==> config.mk <==
export PLATFORM = sky130hd
export DESIGN_NAME = ifetch_unit_flat
export DESIGN_NICKNAME = d
export VERILOG_FILES = /design/src/rtl/ifetch_unit_if.sv /design/src/rtl/ifetch_unit.sv /design/src/flat_wrapper.sv
export SDC_FILE = /design/constraint.sdc
export NUM_CORES = 1
export LEC_CHECK = 0
export BUFFER_PORTS_ARGS = -buffer_cell sky130_fd_sc_hd__buf_2
export CAP_MARGIN = 10
export CORE_UTILIZATION = 35
export CTS_CLUSTER_SIZE = 14
export DETAILED_ROUTE_END_ITERATION = 16
export GPL_TIMING_DRIVEN = 0
export PLACE_DENSITY = 0.58
export SETUP_SLACK_MARGIN = 0.3
export SLEW_MARGIN = 20
export SYNTH_ARGS = -nofsm -noshare
export SYNTH_HDL_FRONTEND = slang
export SYNTH_SLANG_ARGS = --single-unit
==> constraint.sdc <==
create_clock -name clk -period 24.4 [get_ports clk]
set_input_delay 3.66 -clock clk [delete_from_list [all_inputs] [get_ports clk]]
set_output_delay 3.66 -clock clk [all_outputs]
set_load 0.01 [all_outputs]
==> src/rtl/ifetch_unit_if.sv <==
// Fetch-stage bus: instruction-memory port, execute redirect and the decode handshake.
// "slave" is the fetch unit's view; "master" is its surroundings (memory, execute, decode).
interface ifetch_unit_if;
    logic [31:0] imem_addr;
    logic [31:0] imem_rd;
    logic        redirect_valid;
    logic [31:0] redirect_pc;
    logic        out_ready;
    logic        out_valid;
    logic [31:0] out_instr;
    logic [31:0] out_pc;
    logic [31:0] out_pc_plus4;
    logic        fetch_err;

    modport slave (
        output imem_addr,
        input  imem_rd,
        input  redirect_valid,
        input  redirect_pc,
        input  out_ready,
        output out_valid,
        output out_instr,
        output out_pc,
        output out_pc_plus4,
        output fetch_err
    );

    modport master (
        input  imem_addr,
        output imem_rd,
        output redirect_valid,
        output redirect_pc,
        output out_ready,
        input  out_valid,
        input  out_instr,
        input  out_pc,
        input  out_pc_plus4,
        input  fetch_err
    );
endinterface

==> src/rtl/ifetch_unit.sv <==
// Instruction fetch: owns the PC, reads a combinational instruction memory and queues
// {instr, pc} pairs in a small prefetch buffer feeding decode over valid/ready.
module ifetch_unit #(
    parameter logic [31:0] RESET_PC   = 32'h0000_0000,
    parameter int          DEPTH      = 2,
    parameter int          IMEM_WORDS = 64
) (
    input  logic          clk,
    input  logic          reset,
    ifetch_unit_if.slave  bus
);
    localparam int          PW        = $clog2(DEPTH);
    localparam logic [PW:0] CNT_FULL  = (PW+1)'(DEPTH);
    localparam logic [29:0] IMEM_LIM  = 30'(IMEM_WORDS);

    logic [31:0]   r_fetch_pc;
    logic [31:0]   r_buf_instr [DEPTH];
    logic [31:0]   r_buf_pc    [DEPTH];
    logic [PW-1:0] r_rd_ptr;
    logic [PW-1:0] r_wr_ptr;
    logic [PW:0]   r_count;
    logic          r_fetch_err;

    logic w_in_range;
    logic w_pop;
    logic w_push;
    logic w_aligned;

    assign w_in_range = (r_fetch_pc[31:2] < IMEM_LIM);
    assign w_aligned  = (bus.redirect_pc[1:0] == 2'b00);
    assign w_pop      = bus.out_valid & bus.out_ready;
    // Full buffer may still accept a word when the head leaves in the same cycle.
    assign w_push     = !bus.redirect_valid & !r_fetch_err & w_in_range
                      & ((r_count < CNT_FULL) | w_pop);

    always_ff @(posedge clk or posedge reset) begin
        if (reset) begin
            r_fetch_pc  <= RESET_PC;
            r_rd_ptr    <= '0;
            r_wr_ptr    <= '0;
            r_count     <= '0;
            r_fetch_err <= 1'b0;
        end else if (bus.redirect_valid) begin
            // Flush wins over any same-cycle handshake; a misaligned target keeps the old PC.
            r_rd_ptr <= '0;
            r_wr_ptr <= '0;
            r_count  <= '0;
            if (w_aligned) begin
                r_fetch_pc  <= bus.redirect_pc;
                r_fetch_err <= 1'b0;
            end else begin
                r_fetch_err <= 1'b1;
            end
        end else begin
            if (!w_in_range) begin
                r_fetch_err <= 1'b1;
            end
            if (w_push) begin
                r_wr_ptr   <= r_wr_ptr + PW'(1);
                r_fetch_pc <= r_fetch_pc + 32'd4;
            end
            if (w_pop) begin
                r_rd_ptr <= r_rd_ptr + PW'(1);
            end
            case ({w_push, w_pop})
                2'b10:   r_count <= r_count + (PW+1)'(1);
                2'b01:   r_count <= r_count - (PW+1)'(1);
                default: r_count <= r_count;
            endcase
        end
    end

    always_ff @(posedge clk) begin
        if (w_push) begin
            r_buf_instr[r_wr_ptr] <= bus.imem_rd;
            r_buf_pc[r_wr_ptr]    <= r_fetch_pc;
        end
    end

    assign bus.imem_addr    = r_fetch_pc;
    assign bus.out_valid    = (r_count != '0);
    assign bus.out_instr    = r_buf_instr[r_rd_ptr];
    assign bus.out_pc       = r_buf_pc[r_rd_ptr];
    assign bus.out_pc_plus4 = r_buf_pc[r_rd_ptr] + 32'd4;
    assign bus.fetch_err    = r_fetch_err;
endmodule

==> src/flat_wrapper.sv <==
// flat-port wrapper written by rule: the top's interface ports become plain ports
module ifetch_unit_flat 
#(
    parameter logic [31:0] RESET_PC   = 32'h0000_0000,
    parameter int          DEPTH      = 2,
    parameter int          IMEM_WORDS = 64
)
  (clk, reset, bus_imem_addr, bus_imem_rd, bus_redirect_valid, bus_redirect_pc, bus_out_ready, bus_out_valid, bus_out_instr, bus_out_pc, bus_out_pc_plus4, bus_fetch_err);
  ifetch_unit_if bus_i ();
  input  logic clk;
  input  logic reset;
  output wire logic [$bits(bus_i.imem_addr)-1:0] bus_imem_addr;
  input wire logic [$bits(bus_i.imem_rd)-1:0] bus_imem_rd;
  input wire logic [$bits(bus_i.redirect_valid)-1:0] bus_redirect_valid;
  input wire logic [$bits(bus_i.redirect_pc)-1:0] bus_redirect_pc;
  input wire logic [$bits(bus_i.out_ready)-1:0] bus_out_ready;
  output wire logic [$bits(bus_i.out_valid)-1:0] bus_out_valid;
  output wire logic [$bits(bus_i.out_instr)-1:0] bus_out_instr;
  output wire logic [$bits(bus_i.out_pc)-1:0] bus_out_pc;
  output wire logic [$bits(bus_i.out_pc_plus4)-1:0] bus_out_pc_plus4;
  output wire logic [$bits(bus_i.fetch_err)-1:0] bus_fetch_err;
  assign bus_imem_addr = bus_i.imem_addr;
  assign bus_i.imem_rd = bus_imem_rd;
  assign bus_i.redirect_valid = bus_redirect_valid;
  assign bus_i.redirect_pc = bus_redirect_pc;
  assign bus_i.out_ready = bus_out_ready;
  assign bus_out_valid = bus_i.out_valid;
  assign bus_out_instr = bus_i.out_instr;
  assign bus_out_pc = bus_i.out_pc;
  assign bus_out_pc_plus4 = bus_i.out_pc_plus4;
  assign bus_fetch_err = bus_i.fetch_err;
  ifetch_unit #(.RESET_PC(RESET_PC), .DEPTH(DEPTH), .IMEM_WORDS(IMEM_WORDS)) u_core (.clk(clk), .reset(reset), .bus(bus_i));
endmodule
Word level (Yosys, flattened, before mapping)
Memories as Yosys holds them, arrays and structs flattened.
Cells that the tools add are included.
Operators by class
  add/subtract/negate cells: 6
  order comparisons: 2
  equal/unequal tests: 4
  mux-type cells: 14
  bitwise logic cells: 5
  reduce and logical (&&, ||, !) cells: 8
Operator list (count)
  $mux 32: 3
  $add 32x3->32 const B: 2
  $lt 30x7->1 const B: 1
  $mux 1: 9
  $reduce_bool 2->1: 3
  $and 1x1->1: 4
  $pmux 2 s2: 1
  $reduce_bool 3->1: 1
  $add 1x1->1 const B: 2
  $add 2x1->2 const B: 1
  $eq 2x1->1 const B: 1
  $eq 2x2->1 const B: 1
  $logic_not 1->1: 2
  $logic_not 2->1: 1
  $lt 2x2->1 const B: 1
  $mux 2: 1
  $ne 2x1->1 const B: 1
  $ne 2x2->1 const B: 1
  $reduce_and 2->1: 1
  $sub 2x1->2 const B: 1
  $or 1x1->1: 1
Storage, ports and cells
  register bits after elaboration: 37
  bits in writable memories: 128
  input bits: 68
  output and inout port bits: 130
  logic and storage cells: 46
  memories: 2
Memory list
  u_core.r_buf_instr: words 2, bits a word 32, rd ports 1, clocked after memory_dff 0, wr ports 1, RTL line ifetch_unit.sv:17  | logic [31:0] r_buf_instr [DEPTH];
  u_core.r_buf_pc: words 2, bits a word 32, rd ports 1, clocked after memory_dff 0, wr ports 1, RTL line ifetch_unit.sv:18  | logic [31:0] r_buf_pc [DEPTH];

Depth between registers and ports, before layout
  depth after elaboration: 7
  depth in mapped cells: 13
  mapped depth without buffers: 8

Least setup slack after synthesis
No wires, ideal clock.
  path kind: input port to flip-flop
  start: input port bus_redirect_valid
  end: memory u_core.r_buf_instr[0][0] (enable)
  library setup time: 644 ps
  data arrival time: 10369 ps
  data required time: 23756 ps
  path slack: 13387 ps
  stages on the path: 4
  buffers on the path: 1
  path through: buf_4 -> nor4_4 -> nand3_2 -> nor4_1
Between the ends
  longest elaborated chain between the ends: 6
Ends and longest elaborated chain
  start: declaration: RTL line flat_wrapper.sv:14  | input wire logic [$bits(bus_i.redirect_valid)-1:0] bus_redirect_valid;
  $logic_not 1->1: RTL line ifetch_unit.sv:33  | assign w_push = !bus.redirect_valid & !r_fetch_err & w_in_range
  $and 1x1->1 (2 in a row): RTL line ifetch_unit.sv:33
  $and 1x1->1: RTL line ifetch_unit.sv:34  | & ((r_count < CNT_FULL) | w_pop);
  $mux 1: RTL line ifetch_unit.sv:74  | if (w_push) begin
  $mux 1 (not written as such): RTL line ifetch_unit.sv:75  | r_buf_instr[r_wr_ptr] <= bus.imem_rd;
  end: declaration: RTL line ifetch_unit.sv:17
Every way passes these cells.

Final worst setup path
  start: register u_core.r_rd_ptr
  end: output port bus_out_pc_plus4[24]
Between the ends
  longest elaborated chain between the ends: 2
Ends and longest elaborated chain
  start: declaration: RTL line ifetch_unit.sv:19  | logic [PW-1:0] r_rd_ptr;
  start signal: assignment: RTL line ifetch_unit.sv:63  | r_rd_ptr <= r_rd_ptr + PW'(1);
  $mem_v2 2x32
  $add 32x3->32: RTL line ifetch_unit.sv:84  | assign bus.out_pc_plus4 = r_buf_pc[r_rd_ptr] + 32'd4;
  end: declaration: RTL line flat_wrapper.sv:20  | output wire logic [$bits(bus_i.out_pc_plus4)-1:0] bus_out_pc_plus4;
Every way passes these cells.

==> metrics.cfg <==
[logic_synthesis]
synth_area_leaders = edfxtp_1 (53%), dfrtp_1 (13%), mux2_2 (8.4%)
synth_edf_count = 128
syn_nets = 584
yosys.area.top_type_share = 0.5332
synthCells = 514
syn_area_sq_um = 7208
synthArstFlopShare = 0.2242
yosys_warnings = 0
synth_top_flop_cell = edfxtp_1
synth-seq-cells = 165
synth_cell_types = 54
syn_avg_cell_area_sq_um = 14.02
yosys.area.top_type = edfxtp_1
yosysMostFrequentCell = edfxtp_1
synth_common_cells = edfxtp_1 (128), nand2_1 (76), mux2_2 (54), dfrtp_1 (37), nor2_1 (25)
yosysSeqAreaShare = 0.6617

[routing]
dr.pass1.iters = 4
route.detailed.drc = 0
vias = 4949
routed.top_layer = met4
wl_met1_mm = 7.891
drt_iter0_drc = 244
wl_met2_mm = 8.502
wl_met3_microns = 888
drt-vias-per-instance = 4.824
routedWlPerCell_microns = 17.13
postRouteAntennaNets = 0
finalWirelength_mm = 17.58

[power_and_ir_drop]
report.power.total_uw = 608.2
power_frac_seq = 0.541
ir_worst_vdd_uv = 46.80
combPwrFrac = 0.057
p_int_uw = 474.0
p_leak_uw = 0.003686
switching_power_uw = 134.2
pwr-share-clk = 0.403
swShare = 0.2206
power_density_nw_per_um2 = 66.08

[setup_path]
cpMostUsedCell = buf_2
critPathSlowestCell = a22oi_1
required_ps = 20740
endpoint_kind = output port
path_max_fanout = 10
max_stage_delay_ps = 520
path_class = reg2out
startpoint_type = flop
crit_chain = buf_4 > buf_4 > buf_2 > buf_2 > mux2i_1 > inv_1 > ha_1 > nand4b_1 > a22oi_1 > nand4_1 > a21oi_1 > xnor2_1 > buf_2
cp.arrival_ps = 4050

[global_route]
grt_max_degree = 44
antenna_found_initial = 0
grt_pass1_vias = 4996
grtUsageTotal = 0.1707
grt_pass1_wl_mm = 27.47
grt_overflow_total = 0

[cts]
clock_latency_ps = 410
cts_max_path_buffers = 2
cts_made_buffers = 17
post-cts-setup-buffers = 0
cts_max_level = 4
cts_tree = yes
clk_pin_slew_ps = 60
ctsHoldBuffers = 0
root_buffer = clkbuf_16
ctsResizeCount = 0
clock-sinks = 165

[finish]
drive_gt1_frac = 0.4365
fillers = 1899
n_antenna_cell = 0
final_util = 0.4549
final_nets = 813
layout-area-overhead-vs-synth_pct = 27.69
stdcell_area_sq_um = 9204

[sta]
fin_crit_sh = 0.3160
slew_violations = 0
tns_ps = 0
final.setup_skew_ps = 10.76
setup_viol = 0
hold_viol = 0
hold_slack_ps = 492.1
worstMarginPinSlew_ps = 707.0
fmax_mhz = 129.7
rsz0062_at_grt = no
relSlewSlack = 0.5247
period_minus_slack_ps = 7710

[floorplan]
die_w_microns = 145.5
die_h_microns = 145.5
rows = 52
io_pins = 198
initial_core_util = 0.3562
core_area_sq_um = 20230
dieArea_sq_um = 21170

[worst_hold_path]
hp-class = reg2reg

[placement]
gp_congestion = 0.8193
hpwl_mm = 13.27
io_buffers = 197
placed_area_sq_um = 8653

[run]
maxCapViolations = 0

[status]
status = finished, final reports clean

-- final cells by class --
type,count,area [sq um],share of cell area
plain buffers,20,116.4,0.01264
multi-input cells,315,2278,0.2476
inverters,14,52.55,0.005710
clock buffers,25,508.0,0.05519
clock inverters,7,42.54,0.004622
repair buffers,210,1099,0.1194
well taps,270,337.8,0.03670
flip-flops and latches,165,4770,0.5182
-- power groups by stage --
stage	Clock [uW]	Combinational, uW	Sequential, uW
final	245	34.6	329
after global routing	264	38.6	330
after CTS	253	35.2	329
after detailed placement	0	35.1	334
after global placement	0	33.8	334
after floorplan	0	13.4	332
-- layer usage --
layer | vias to the layer above | track usage
li1 | 2369 | -
met1 | 2385 | 0.2218
met2 | 177 | 0.2750
met3 | 18 | 0.03605
met4 | 0 | 0.07789
met5 | - | 0
-- cell families after synthesis --
logic type	after synthesis	share of synthesized area
and+or+nand+nor	167	0.1186
DFF	165	0.6617
xor gates and xnor gates	28	0.03402
muxes	65	0.1002
buffers and inverters	34	0.02343
AOI/OAI and AO/OA	53	0.05867
adders and majority gates	2	0.003471
-- metrics by stage --
stage          setup slack [ps]  instances
2_1_floorplan             13390        514
3_3_place_gp               9614        981
3_5_place_dp              17030        994
4_1_cts                   16560       1026
5_1_grt                   16370       1026
6_report                  16690       1026
-- flip-flops by register name, summed over array words and instances (netlist names) --
| register | flops |
|---|---|
| u_core.bus.imem_addr | 32 |
| u_core.bus.fetch_err | 1 |
| u_core.r_wr_ptr | 1 |
| u_core.r_buf_instr | 64 |
| u_core.r_buf_pc | 64 |
| u_core.r_count | 2 |
| u_core.r_rd_ptr | 1 |
-- worst paths after layout --
kind | slack [ps] | start | cells after the start | endpoint
worst max-delay path | 16690 | u_core.r_rd_ptr$_DFFE_PP0P_ | 13 | bus_out_pc_plus4[24]
worst min-delay path | 490 | u_core.bus.imem_addr[0]$_DFFE_PP0P_ | 0 | u_core.r_buf_pc[0][0]$_DFFE_PP_
worst max register to register | 21010 | u_core.bus.imem_addr[22]$_DFFE_PP0P_ | 9 | u_core.r_buf_instr[0][14]$_DFFE_PP_
worst min register to register | 490 | u_core.bus.imem_addr[0]$_DFFE_PP0P_ | 0 | u_core.r_buf_pc[0][0]$_DFFE_PP_
max in group asynchronous | 20840 | reset | 3 | u_core.bus.imem_addr[6]$_DFFE_PP0P_
min in group asynchronous | 3150 | reset | 2 | u_core.bus.imem_addr[25]$_DFFE_PP0P_
-- critical path, delay by kind of cell (launching register included) --
kind,cells,cell delay (ps)
buf+inv,6,1350
compound gates,2,780
flops,1,480
simple gates,2,480
fa+ha+maj,1,240
mux,1,140
xor+xnor,1,140
-- cells in the final DEF (no fill, tap or decap), types with 13 or more instances in the layout --
cell type	count
buf_2	210
edfxtp_1	128
nand2_1	76
mux2_2	54
dfrtp_1	37
nor2_1	25
clkbuf_16	19
nand3_1	18
xnor2_1	17
inv_1	13
Note: power is estimated with default switching activity, not from simulation.
